--- src/rtl/ga_pkg.sv ---
// ---------------------------------------------------------------------------
// ga_pkg
// Shared definitions for the genetic-algorithm datapath blocks.
//   - reader_state_t           : state encoding of the population reader FSM
//   - DEFAULT_CHROMOSOME_WIDTH : default bits per chromosome
//   - DEFAULT_POPULATION_SIZE  : default number of population memory entries
// ---------------------------------------------------------------------------
package ga_pkg;

   localparam int DEFAULT_CHROMOSOME_WIDTH = 8;
   localparam int DEFAULT_POPULATION_SIZE  = 16;

   typedef enum logic [1:0] {
      ST_IDLE   = 2'd0,
      ST_STREAM = 2'd1,
      ST_FINISH = 2'd2
   } reader_state_t;

endpackage : ga_pkg

--- src/rtl/population_reader.sv ---
// ---------------------------------------------------------------------------
// population_reader
// Streams a contiguous (wrapping) window of the population memory out over a
// valid/ready interface, one chromosome per beat.
//
// Ports
//   clk            : clock, all logic on the rising edge
//   rst_n          : synchronous active-low reset
//   start          : request a pass (only looked at while idle)
//   start_addr     : first entry to read (out-of-range values read from 0)
//   count          : number of entries to stream (saturated to the memory size)
//   abort          : terminate the current pass
//   mem_read_addr  : address to the memory's combinational read port
//   mem_read_data  : data returned for mem_read_addr in the same cycle
//   out_valid      : out_data/out_index/out_last hold a beat
//   out_ready      : consumer accepts the current beat
//   out_data       : chromosome value
//   out_index      : memory address the beat was read from
//   out_last       : final beat of the pass
//   busy           : high while streaming
//   done           : one-cycle pulse when a pass completes or aborts
// ---------------------------------------------------------------------------
module population_reader
   import ga_pkg::*;
#(
   parameter int CHROMOSOME_WIDTH = DEFAULT_CHROMOSOME_WIDTH,
   parameter int POPULATION_SIZE  = DEFAULT_POPULATION_SIZE,
   parameter int ADDR_WIDTH       = $clog2(POPULATION_SIZE)
) (
   input  logic                        clk,
   input  logic                        rst_n,
   input  logic                        start,
   input  logic [ADDR_WIDTH-1:0]       start_addr,
   input  logic [ADDR_WIDTH:0]         count,
   input  logic                        abort,
   output logic [ADDR_WIDTH-1:0]       mem_read_addr,
   input  logic [CHROMOSOME_WIDTH-1:0] mem_read_data,
   output logic                        out_valid,
   input  logic                        out_ready,
   output logic [CHROMOSOME_WIDTH-1:0] out_data,
   output logic [ADDR_WIDTH-1:0]       out_index,
   output logic                        out_last,
   output logic                        busy,
   output logic                        done
);

   // The count port is one bit wider than the address, so the population
   // size always fits in it and can serve as the saturation limit.
   localparam logic [ADDR_WIDTH:0]   POP_SIZE_CNT = (ADDR_WIDTH+1)'(POPULATION_SIZE);
   localparam logic [ADDR_WIDTH-1:0] LAST_ADDR    = ADDR_WIDTH'(POPULATION_SIZE - 1);
   localparam logic [ADDR_WIDTH:0]   ONE_CNT      = (ADDR_WIDTH+1)'(1);

   reader_state_t               state_q, state_d;
   logic [ADDR_WIDTH-1:0]       rd_ptr_q, rd_ptr_d;
   logic [ADDR_WIDTH:0]         remaining_q, remaining_d;
   logic                        out_valid_q, out_valid_d;
   logic [CHROMOSOME_WIDTH-1:0] out_data_q, out_data_d;
   logic [ADDR_WIDTH-1:0]       out_index_q, out_index_d;
   logic                        out_last_q, out_last_d;
   logic                        busy_q, busy_d;
   logic                        done_q, done_d;

   logic                        xfer;
   logic                        load;

   always_comb begin
      state_d     = state_q;
      rd_ptr_d    = rd_ptr_q;
      remaining_d = remaining_q;
      out_valid_d = out_valid_q;
      out_data_d  = out_data_q;
      out_index_d = out_index_q;
      out_last_d  = out_last_q;
      xfer        = out_valid_q && out_ready;
      load        = 1'b0;

      case (state_q)
         ST_IDLE: begin
            if (start) begin
               if (count != '0) begin
                  rd_ptr_d    = ({1'b0, start_addr} >= POP_SIZE_CNT) ? '0 : start_addr;
                  remaining_d = (count > POP_SIZE_CNT) ? POP_SIZE_CNT : count;
                  state_d     = ST_STREAM;
               end else begin
                  state_d     = ST_FINISH;
               end
            end
         end

         ST_STREAM: begin
            if (abort) begin
               // Abort wins over any load or transfer in the same cycle.
               out_valid_d = 1'b0;
               out_last_d  = 1'b0;
               remaining_d = '0;
               state_d     = ST_FINISH;
            end else begin
               if (xfer) begin
                  out_valid_d = 1'b0;
                  if (out_last_q) begin
                     state_d = ST_FINISH;
                  end
               end
               // Refill the output register whenever it is empty or being
               // drained this cycle; this keeps one beat per cycle under
               // continuous ready. The last beat is loaded with remaining==1,
               // so a last-beat transfer never coincides with a load.
               load = (remaining_q != '0) && (!out_valid_q || out_ready);
               if (load) begin
                  out_valid_d = 1'b1;
                  out_data_d  = mem_read_data;
                  out_index_d = rd_ptr_q;
                  out_last_d  = (remaining_q == ONE_CNT);
                  rd_ptr_d    = (rd_ptr_q == LAST_ADDR) ? '0 : rd_ptr_q + 1'b1;
                  remaining_d = remaining_q - ONE_CNT;
               end
            end
         end

         ST_FINISH: begin
            state_d = ST_IDLE;
         end

         default: begin
            state_d = ST_IDLE;
         end
      endcase

      // Status flags are registered from the next state so they line up
      // exactly with the state they describe.
      busy_d = (state_d == ST_STREAM);
      done_d = (state_d == ST_FINISH);
   end

   always_ff @(posedge clk) begin
      if (!rst_n) begin
         state_q     <= ST_IDLE;
         rd_ptr_q    <= '0;
         remaining_q <= '0;
         out_valid_q <= 1'b0;
         out_data_q  <= '0;
         out_index_q <= '0;
         out_last_q  <= 1'b0;
         busy_q      <= 1'b0;
         done_q      <= 1'b0;
      end else begin
         state_q     <= state_d;
         rd_ptr_q    <= rd_ptr_d;
         remaining_q <= remaining_d;
         out_valid_q <= out_valid_d;
         out_data_q  <= out_data_d;
         out_index_q <= out_index_d;
         out_last_q  <= out_last_d;
         busy_q      <= busy_d;
         done_q      <= done_d;
      end
   end

   assign mem_read_addr = rd_ptr_q;
   assign out_valid     = out_valid_q;
   assign out_data      = out_data_q;
   assign out_index     = out_index_q;
   assign out_last      = out_last_q;
   assign busy          = busy_q;
   assign done          = done_q;

endmodule : population_reader

--- config.mk ---
export PLATFORM = sky130hd
export DESIGN_NAME = population_reader
export DESIGN_NICKNAME = d
export VERILOG_FILES = /design/src/rtl/ga_pkg.sv /design/src/rtl/population_reader.sv
export SDC_FILE = /design/constraint.sdc
export NUM_CORES = 1
export LEC_CHECK = 0
export ABC_AREA = 1
export BUFFER_PORTS_ARGS = -buffer_cell sky130_fd_sc_hd__clkbuf_2
export CAP_MARGIN = 30
export CORE_ASPECT_RATIO = 1.4
export CORE_MARGIN = 3
export CORE_UTILIZATION = 54
export CTS_CLUSTER_DIAMETER = 60
export DETAILED_ROUTE_END_ITERATION = 6
export GPL_ROUTABILITY_DRIVEN = 0
export PLACE_DENSITY = 0.93
export SLEW_MARGIN = 30
export SYNTH_ARGS = -nofsm -noshare
export SYNTH_HDL_FRONTEND = slang
export SYNTH_SLANG_ARGS = --single-unit
--- constraint.sdc ---
create_clock -name clk -period 2.85 [get_ports clk]
set_input_delay 0.4275 -clock clk [delete_from_list [all_inputs] [get_ports clk]]
set_output_delay 0.4275 -clock clk [all_outputs]
set_load 0.1 [all_outputs]
# Word-level counts from Yosys, hierarchy flattened
# Index checks and enable logic that the tools add are counted.
# totals
reg_bits	27
elab_cells	61
output_inout_bits	20
# classes
bitwise_logic	1
addsub	2
eq_ne	10
reduce_logical	15
order_cmp	1
muxes	23
# ops
cell	count
5-bit 2-to-1 mux	5
4-bit 2-to-1 mux	5
2-bit 2-to-1 mux	5
5-bit one-hot mux with 2 select lines	1
5-bit nonzero test	2
2-bit inequality test, second input constant	4
4-bit one-hot mux with 2 select lines	1
5-bit by 1-bit == test with 1-bit output, second input constant	1
5-bit greater-than comparator, second input constant	1
1-bit 2-to-1 mux	5
5-bit AND reduction	1
5-bit by 1-bit subtractor with 5-bit output, second input constant	1
4-bit by 1-bit adder with 4-bit output, second input constant	1
2-bit by 1-bit == test with 1-bit output, second input constant	2
4-bit == test, second input constant	1
2-bit one-hot mux with 2 select lines	1
2-bit AND reduction	2
4-bit AND reduction	1
2-bit nonzero test	2
3-bit inequality test, second input constant	1
3-bit AND reduction	1
3-bit nonzero test	1
2-bit == test, second input constant	1
1-bit logical AND	2
other kinds (4)	4

# Longest topological paths before layout
# Gate-level depths: netlist (run 1).
# depth
ltp_word	6
mapped_depth	10
ltp_nobuf	10

# Least setup slack after synthesis (run 1)
# Ideal clock, no wire load.
# synth_path
path_type	register to register
startpoint	register rd_ptr_q[0], in the netlist mem_read_addr[0]
endpoint	register rd_ptr_q[0], in the netlist mem_read_addr[0]
slack_ns	0.902
required_time_ns	2.732
n_path_buf	0
path_stages_with_launch	7
arrival_ns	1.829
period_less_slack_ns	1.948
cell_sequence	dfxtp_1 -> ha_1 -> nand2_1 -> o21ai_0 -> o21ai_0 -> nor2_1 -> nor2_1
# synth_via
elab_chain_cells	5
elab_cells_between_ends	6
# synth_lines
item	line	source
start: declaration	population_reader.sv:54	logic [ADDR_WIDTH-1:0] rd_ptr_q, rd_ptr_d;
start signal: assignment	population_reader.sv:148	rd_ptr_q <= rd_ptr_d;
4-bit by 1-bit adder with 4-bit output or 4-bit == test (tied branches)	population_reader.sv:114	rd_ptr_d = (rd_ptr_q == LAST_ADDR) ? '0 : rd_ptr_q + 1'b1;
4-bit 2-to-1 mux *	population_reader.sv:114	
4-bit 2-to-1 mux *	population_reader.sv:109	if (load) begin
4-bit 2-to-1 mux *	population_reader.sv:91	if (abort) begin
4-bit one-hot mux with 2 select lines *	population_reader.sv:77	case (state_q)
# Mark *: on every way between the ends. The rest lies on a longest branch, timed or not. The select of a mux whose other input is x is not followed.
# A chain may end at the register's enable or synchronous reset.

# Final worst setup path (run 1)
# layout_path
startpoint	register rd_ptr_q[2], in the netlist mem_read_addr[2]
endpoint	output mem_read_addr[2]
# layout_lines
item	line	source
end: declaration	population_reader.sv:36	output logic [ADDR_WIDTH-1:0] mem_read_addr,
# No word-level cell between the ends.

==> reports/metrics.cfg, run 1 <==
[finish]
fillers=208
layout_common_cells=nand2_1, clkbuf_2, dfxtp_1
diodes=0
layout_commonest_cell=nand2_1
postLayoutCoreUtil_pct=66.9
nets=254
final_layout_size_suffix_gt1_share_pct=33.8
area_growth_pct=16.4

[clock_tree]
cts_setup_buffers=0
cts.sinks=27
cts_tree=done
htree_levels=1
cts-hold-fix-buffers=0
cts_max_path_buffers=2
cts_resized=0
root_buffer=clkbuf_4
clk_pin_slew_ps=140
clk_latency_ps=330
cts_buffers=3

[routing]
vias=1355
drc=0
dr.pass1.iters=4
first_iter_violations=31
wl_um=3160
wire_per_inst_um=12.1
ant_nets=0
drt-vias-per-instance=5.17

[synth]
yosysUniqueCellTypes=27
synth-simple-area-share_pct=34.8
synthArstFlopShare_pct=0
synth_top_family_by_area=simple AND/OR/NAND/NOR gates
syn_area_mm2=0.00140
synth_cells=188
ys_seq_area_share_pct=38.5
synthAdderAreaFrac_pct=2.67
synth.area.mux_share_pct=0
ys_ff_latch=27
synth.avg_cell_area_um2=7.47
synth_compound_area_share_pct=14.9
synth_nets=213
synth-xor-area-share_pct=1.25
yosys_warnings=0
dominantRegCellSynth=dfxtp_1
synth-edff-count=0

[die]
core_area_mm2=0.00244
rows=21
die-area_mm2=0.00326
die_w_um=49.1
die_h_um=66.3
start_util_pct=57.5
ios=42

[timing]
finalClockSkew_ps=6.63
fin_crit_sh_pct=62.1
slew_viol_final=0
finalCriticalPeriod_ps=1770
hold_viol_final=0
rsz0062_at_grt=no
setup_viol=0
tightest_slew_ps=602
holdWs_ps=316
tns_ps=0
max_freq_mhz=565
max_slew_margin_pct=59.6

[setup_path]
required_ps=2420
start_kind=flop
reg2reg_setup_slack_ps=1250
path_max_fanout=6
cp-startpoint=mem_read_addr[2]
critPathTopFamily=buffers and inverters
crit_buf_inv=1
crit_path_end_kind=output pin
cp.arrival_ps=1340
critPathMaxStageDelay_ps=510
path_class=flop to output pin
timing.rr.end=mem_read_addr[0]
reg2regPathDepth=8
cpMaxStageDelayCell=clkbuf_2
crit_chain=clkbuf_2
reg2reg_from=remaining_q[0]

[worst_hold_path]
hold_end=out_data[5]
whs_path_depth=3
hold_path_class=input port to flop
min_from=mem_read_data[5]

[global_routing]
track_usage_pct=20.5
grt_pass1_vias=1192
antenna_found_initial=0
grt-ovfl-total=0
grt_pass1_wl_um=5120
grt_max_degree=18

[pwr]
leakage_nw=0.764
power_uw=907
irDropWorstVdd_uv=342
power.density_mw_per_mm2=555

[status]
status=finished, final reports clean

[run]
drv_cap=0

[placed_design]
port_buffers=41
dp_hpwl_um=2400

## routing by layer
layer  part of all wire [%]  up-vias  GRT usage, %  routed length [um]
li1                       -      690             -                   -
met4                    1.8        0          10.7                  57
met1                     40      627          22.5                1260
met2                     55       34          38.3                1720
met3                    3.7        4          2.26                 117
met5                      0        -             0                   0
## power by group
part	internal [mW]	switching [mW]
logic	0.0782	0.230
registers	0.404	0.0264
clock network	0.0528	0.115
total	0.535	0.372
## final cells by class
| type | instances | area (um2) | area share (%) |
|---|---|---|---|
| Multi-Input combinational cell | 140 | 752 | 46.0 |
| Sequential cell | 27 | 541 | 33.1 |
| Timing Repair Buffer | 42 | 213 | 13.0 |
| Inverter | 15 | 58.8 | 3.60 |
| Tap cell | 34 | 42.5 | 2.60 |
| Clock buffer | 3 | 22.5 | 1.38 |
| Clock inverter | 1 | 5.00 | 0.306 |
## registers in the layout, indices dropped and copies added (netlist names)
register and count:
out_data 8, remaining_q 5, mem_read_addr 4, out_index 4
state_q 2, busy 1, done 1, out_last 1
out_valid 1
## synthesized netlist by cell type (2+ instances only)
cell | number | area (um2)
inv_1 | 11 | 41.3
xnor2_1 | 2 | 17.5
nor2_1 | 25 | 93.8
nand2_1 | 46 | 173
o21ai_0 | 10 | 50.1
buf_2 | 2 | 10.0
nand2_2 | 11 | 68.8
inv_2 | 2 | 7.51
nand4_1 | 2 | 12.5
nand3_2 | 2 | 20.0
a21oi_1 | 11 | 55.1
ha_1 | 3 | 37.5
a21oi_2 | 11 | 96.3
nand3_1 | 11 | 55.1
dfxtp_1 | 27 | 541
## logic make-up after synthesis
logic type / after synthesis
simple gates: 102
compound gates: 33
flops: 27
buf+inv: 21
fa+ha+maj: 3
xor+xnor: 2
## how the worst max path moves through the flow
stage	endpoint	slack [ps]	cells after the start
2_1_floorplan	mem_read_addr[0]	900	6
3_3_place_gp	busy	1310	3
3_5_place_dp	busy	1270	3
4_1_cts	mem_read_addr[2]	1070	1
5_1_grt	mem_read_addr[2]	1020	1
6_report	mem_read_addr[2]	1080	1
## stage by stage
step | area, um2 | setup WS, ps | std cells
after global routing | 1630 | 1020 | 262
final | 1630 | 1080 | 262
after floorplan | 1400 | 902 | 188
after CTS | 1630 | 1070 | 262
after global placement | 1610 | 1310 | 258
after detailed placement | 1610 | 1270 | 258
Power figures use the tool's default switching activity.
==> inputs of run 2 (changes only) <==
- CORE_UTILIZATION: 54 -> 45
- PLACE_DENSITY: 0.93 -> 0.84
- clock period: 2.85 -> 1.6 ns (I/O delays scaled with it)
==> run 2 against run 1 <==
Effect of this change:
- first-iteration DRC count shrank 19%
- via count shrank 2.9%
- die area grew 18%
- critical endpoint is now remaining_q[1]
- flip-flop and latch count is the same
- count of clock-buffer cells in the layout is the same
- core utilization shrank 8.9 points
- sequential share of layout area shrank 0.92 points
- critical path type is now flop to flop
==> reports/metrics.cfg, run 2 (synthesis gave the netlist of run 1 again) <==
[status]
status=finished, final reports clean  ; unchanged

[global_routing]
grt_pass1_vias=1196  ; was 1192
antenna_found_initial=0  ; unchanged
track_usage_pct=16.1  ; was 20.5%
grt-ovfl-total=0  ; unchanged
grt_pass1_wl_um=4790  ; was 5120 um
grt_max_degree=17  ; was 18

[finish]
area_growth_pct=21.1  ; was 16.4%
largest_reg_flops=8  ; unchanged
fillers=288  ; was 208
diodes=0  ; unchanged
nets=256  ; was 254
seq_area_um2=547  ; was 541 um2
layout_commonest_cell=nand2_1  ; unchanged
multi_input_area_um2=767  ; was 752 um2
layout_common_cells=nand2_1, clkbuf_2, nor2_1  ; was nand2_1, clkbuf_2, dfxtp_1
layoutNonFillerInstCount=267  ; was 262
final_layout_size_suffix_gt1_share_pct=37.4  ; was 33.8%

[setup_path]
cp.arrival_ps=1670  ; was 1340 ps
start_kind=flop  ; unchanged
critPathTopFamily=simple AND/OR/NAND/NOR gates  ; was buffers and inverters
path_max_fanout=11  ; was 6
cpMaxStageDelayCell=dfxtp_1  ; was clkbuf_2
path_class=flop to flop  ; was flop to output pin
required_ps=1820  ; was 2420 ps
crit_path_frequent_cell=nand2_1
crit_buf_inv=1  ; unchanged
critPathMaxStageDelay_ps=330  ; was 510 ps
crit_path_end_kind=flop  ; was output pin
crit_chain=inv_1 -> ha_2 -> nand3_2 -> nand2_1 -> nand2_1 -> nand2_4 -> nand2_1 -> nand2_1 -> nand2_1 -> nor2_1  ; was clkbuf_2

[clock_tree]
cts_setup_buffers=0  ; unchanged
root_buffer=clkbuf_8  ; was clkbuf_4
cts_tree=done  ; unchanged
htree_levels=1  ; unchanged
clk_latency_ps=270  ; was 330 ps
cts_max_path_buffers=2  ; unchanged
cts.sinks=27  ; unchanged
clk_pin_slew_ps=90  ; was 140 ps
cts_buffers=3  ; unchanged

[worst_hold_path]
hold_path_class=input port to flop  ; unchanged

[timing]
fin_crit_sh_pct=90.9
holdWs_ps=189  ; was 316 ps
finalCriticalPeriod_ps=1450
finalClockSkew_ps=2.99  ; was 6.63 ps
hold_viol_final=0  ; unchanged
setup_viol=0  ; unchanged
tightest_slew_ps=551  ; was 602 ps
tns_ps=0  ; unchanged
max_slew_margin_pct=63.4  ; was 59.6%
rsz0062_at_grt=no  ; unchanged
slew_viol_final=0  ; unchanged
max_freq_mhz=688

[routing]
dr.pass1.iters=4  ; unchanged
drc=0  ; unchanged
drt-vias-per-instance=4.93  ; was 5.17
wire_per_inst_um=11.3  ; was 12.1 um
vias=1316  ; was 1355
ant_nets=0  ; unchanged
first_iter_violations=25  ; was 31
wl_um=3020  ; was 3160 um

[placed_design]
place_inst=263  ; was 258
dp_hpwl_um=2310  ; was 2400 um
port_buffers=41  ; unchanged

[die]
start_util_pct=47.8  ; was 57.5%
rows=23  ; was 21
die_h_um=72.1  ; was 66.3 um
core_area_mm2=0.00294  ; was 0.00244 mm2
die_w_um=53.2  ; was 49.1 um
die-area_mm2=0.00384  ; was 0.00326 mm2
ios=42  ; unchanged

[pwr]
irDropWorstVdd_uv=584  ; was 342 uV
power.density_mw_per_mm2=1010  ; was 555 mW/mm2
leakage_nw=0.783  ; was 0.764 nW

[run]
drv_cap=0  ; unchanged

## run 2: cell type report
class	count	share of cell area, %
inverter	15	3.75
clock inverter	1	0.442
timing repair buffer	44	13.4
tap	37	2.72
multi-input combinational	140	45.1
clock buffer	3	2.43
sequential	27	32.2
## run 2: per-layer routing
metal	vias up	GRT usage, %	wire length [um]
met5	-	0	0
met4	0	6.25	38
met3	4	1.85	132
met2	35	28.4	1560
met1	590	19.4	1290
li1	687	-	-
## run 2: tightest hold or removal path: cells and delay by family
family,cells,cell delay (ps)
buffers and inverters,1,80
and+or+nand+nor,1,50
AOI/OAI and AO/OA,1,50
## run 2: report_power, final
group | internal (mW) | switching [mW]
combinational | 0.148 | 0.417
sequential | 0.722 | 0.0448
clock | 0.177 | 0.211
## run 2: per-stage QoR
| step | power (mW) | utilization [%] | area [um2] | setup WS (ps) |
|---|---|---|---|---|
| global placement | 1.33 | 55.6 | 1630 | 159 |
| floorplan | 1.23 | - | 1410 | 56.0 |
| detailed placement | 1.33 | 55.6 | 1630 | 120 |
| global route | 1.80 | 57.9 | 1700 | 4.06 |
| CTS | 1.72 | 57.2 | 1680 | 101 |
| finish | 1.72 | 57.9 | 1700 | 146 |
## run 2: path summary, 6_finish.rpt
kind / from / to / slack [ps] / cells after the start
worst max register to register: remaining_q[0] / remaining_q[1] / 150 / 10
worst min register to register: out_data[5] / out_data[5] / 480 / 2
worst max-delay path: remaining_q[0] / remaining_q[1] / 150 / 10
worst min-delay path: mem_read_data[5] / out_data[5] / 190 / 3
## run 2: repair_timing
action,in CTS,in global routing
resized for setup,0,6
hold buffers,0,0
setup endpoints to repair,0,10
==> inputs of run 3 (changes only) <==
- CORE_ASPECT_RATIO: 1.4 -> 0.5
==> run 3 against run 2 <==
Effect of this change:
- clock skew about the same
- critical path depth unchanged
- flip-flop and latch count unchanged
- register-to-register slack about the same
- die area up 0.82%
- combinational power about the same
- global-route usage up 0.24 points
- largest cell class unchanged
- core utilization up 2.9 points
- non-clock buffer count unchanged
- first-iteration DRC count rose to 3.6 times the previous value
- design area down 0.44%
==> reports/metrics.cfg, run 3 (synthesis gave the netlist of run 1 again) <==
[finish]
final_layout_size_suffix_gt1_share_pct=37.0  ; was 37.4%
layout_common_cells=nand2_1, clkbuf_2, nor2_1  ; unchanged
largest_reg_flops=8  ; unchanged
layout_commonest_cell=nand2_1  ; unchanged
area_growth_pct=20.6  ; was 21.1%
diodes=0  ; unchanged
nets=256  ; unchanged

[pwr]
leakage_nw=0.787  ; was 0.783 nW
power_mw=1.73  ; was 1.72 mW
irDropWorstVdd_uv=469  ; was 584 uV
power.density_mw_per_mm2=1020  ; was 1010 mW/mm2

[timing]
rsz0062_at_grt=no  ; unchanged
finalCriticalPeriod_ps=1450  ; about the same
slew_viol_final=0  ; unchanged
max_slew_margin_pct=63.6  ; was 63.4%
tightest_slew_ps=548  ; was 551 ps
max_freq_mhz=689  ; was 688 MHz
tns_ps=0  ; unchanged
fin_crit_sh_pct=90.7  ; was 90.9%
hold_viol_final=0  ; unchanged
setup_viol=0  ; unchanged
finalClockSkew_ps=2.87  ; was 2.99 ps

[worst_hold_path]
min_from=mem_read_data[2]  ; was mem_read_data[5]
hold_path_class=input port to flop  ; unchanged
hold_end=out_data[2]  ; was out_data[5]
whs_path_depth=3  ; unchanged

[global_routing]
track_usage_pct=16.4  ; was 16.1%
antenna_found_initial=0  ; unchanged
grt_pass1_vias=1157  ; was 1196
grt_max_degree=16  ; was 17
grt_pass1_wl_um=5060  ; was 4790 um
grt-ovfl-total=0  ; unchanged

[setup_path]
path_max_fanout=11  ; unchanged
crit_path_end_kind=flop  ; unchanged
path_class=flop to flop  ; unchanged
timing.rr.end=remaining_q[1]  ; unchanged
reg2reg_from=remaining_q[0]  ; unchanged
start_kind=flop  ; unchanged
required_ps=1820  ; about the same
cp.arrival_ps=1670  ; about the same
reg2reg_setup_slack_ps=150  ; about the same
reg2regPathDepth=10  ; unchanged

[clock_tree]
cts_max_path_buffers=2  ; unchanged
clk_latency_ps=270  ; about the same
root_buffer=clkbuf_8  ; unchanged
cts_resized=0  ; unchanged
htree_levels=1  ; unchanged
cts_setup_buffers=0  ; unchanged
clk_pin_slew_ps=90  ; about the same
cts.sinks=27  ; unchanged
cts_tree=done  ; unchanged
cts-hold-fix-buffers=0  ; unchanged
cts_buffers=3  ; unchanged

[run]
drv_cap=0  ; unchanged

[die]
start_util_pct=50.5  ; was 47.8%
ios=42  ; unchanged
die_w_um=85.0  ; was 53.2 um
rows=13  ; was 23
core_area_mm2=0.00278  ; was 0.00294 mm2
die_h_um=45.5  ; was 72.1 um
die-area_mm2=0.00387  ; was 0.00384 mm2

[routing]
wl_um=3180  ; was 3020 um
wire_per_inst_um=11.9  ; was 11.3 um
first_iter_violations=89  ; was 25
dr.pass1.iters=4  ; unchanged
drc=0  ; unchanged
drt-vias-per-instance=5.00  ; was 4.93
ant_nets=0  ; unchanged
vias=1336  ; was 1316

[placed_design]
port_buffers=41  ; unchanged
dp_hpwl_um=2380  ; was 2310 um

[status]
status=finished, final reports clean  ; unchanged

## run 3: critical path: stages (launching register included)
cell,delay (ps)
dfxtp_1,330
inv_1,110
ha_2,240
nand3_2,110
nand2_1,70
nand2_1,50
nand2_2,180
nand2_1,100
nand2_1,70
nand2_1,50
nor2_1,70
## run 3: worst max-delay path by stage
stage,from,endpoint,slack (ps)
global placement,remaining_q[0],mem_read_addr[3],190
floorplan,mem_read_addr[1],mem_read_addr[0],60
finish,remaining_q[0],remaining_q[1],150
global route,remaining_q[0],remaining_q[1],30
CTS,remaining_q[0],out_last,100
detailed placement,remaining_q[0],mem_read_addr[3],120
## run 3: area by class of cell
class                           instances  area, um2
Inverter                               15       58.8
Clock inverter                          1       5.00
Tap cell                               37       46.3
Clock buffer                            3       41.3
Timing Repair Buffer                   44        240
Fill cell                             254       1090
Sequential cell                        27        547
Multi-Input combinational cell        140        754
## run 3: routing by layer
metal	wire, um	part of all wire (%)	global-route usage [%]
met3	172	5.4	3.25
met1	1390	44	19.5
met2	1580	50	31.3
met4	33	1.0	3.79
met5	0	0	0
## run 3: stage by stage
step                      hold slack, ps  setup WS (ps)  utilization [%]  instances  area [um2]
after floorplan                      376           56.0                -        188        1410
after global placement               452            190             59.1        263        1640
after detailed placement             461            119             59.1        263        1640
after CTS                            181            101             60.8        267        1690
after global routing                 180           29.8             60.9        267        1690
final                                180            149             60.9        267        1690
## run 3: power breakdown
group	leakage [nW]	internal (mW)	total, mW	switching [mW]
logic	0.539	0.151	0.568	0.416
clock network	0.0255	0.175	0.394	0.219
registers	0.222	0.722	0.766	0.0443
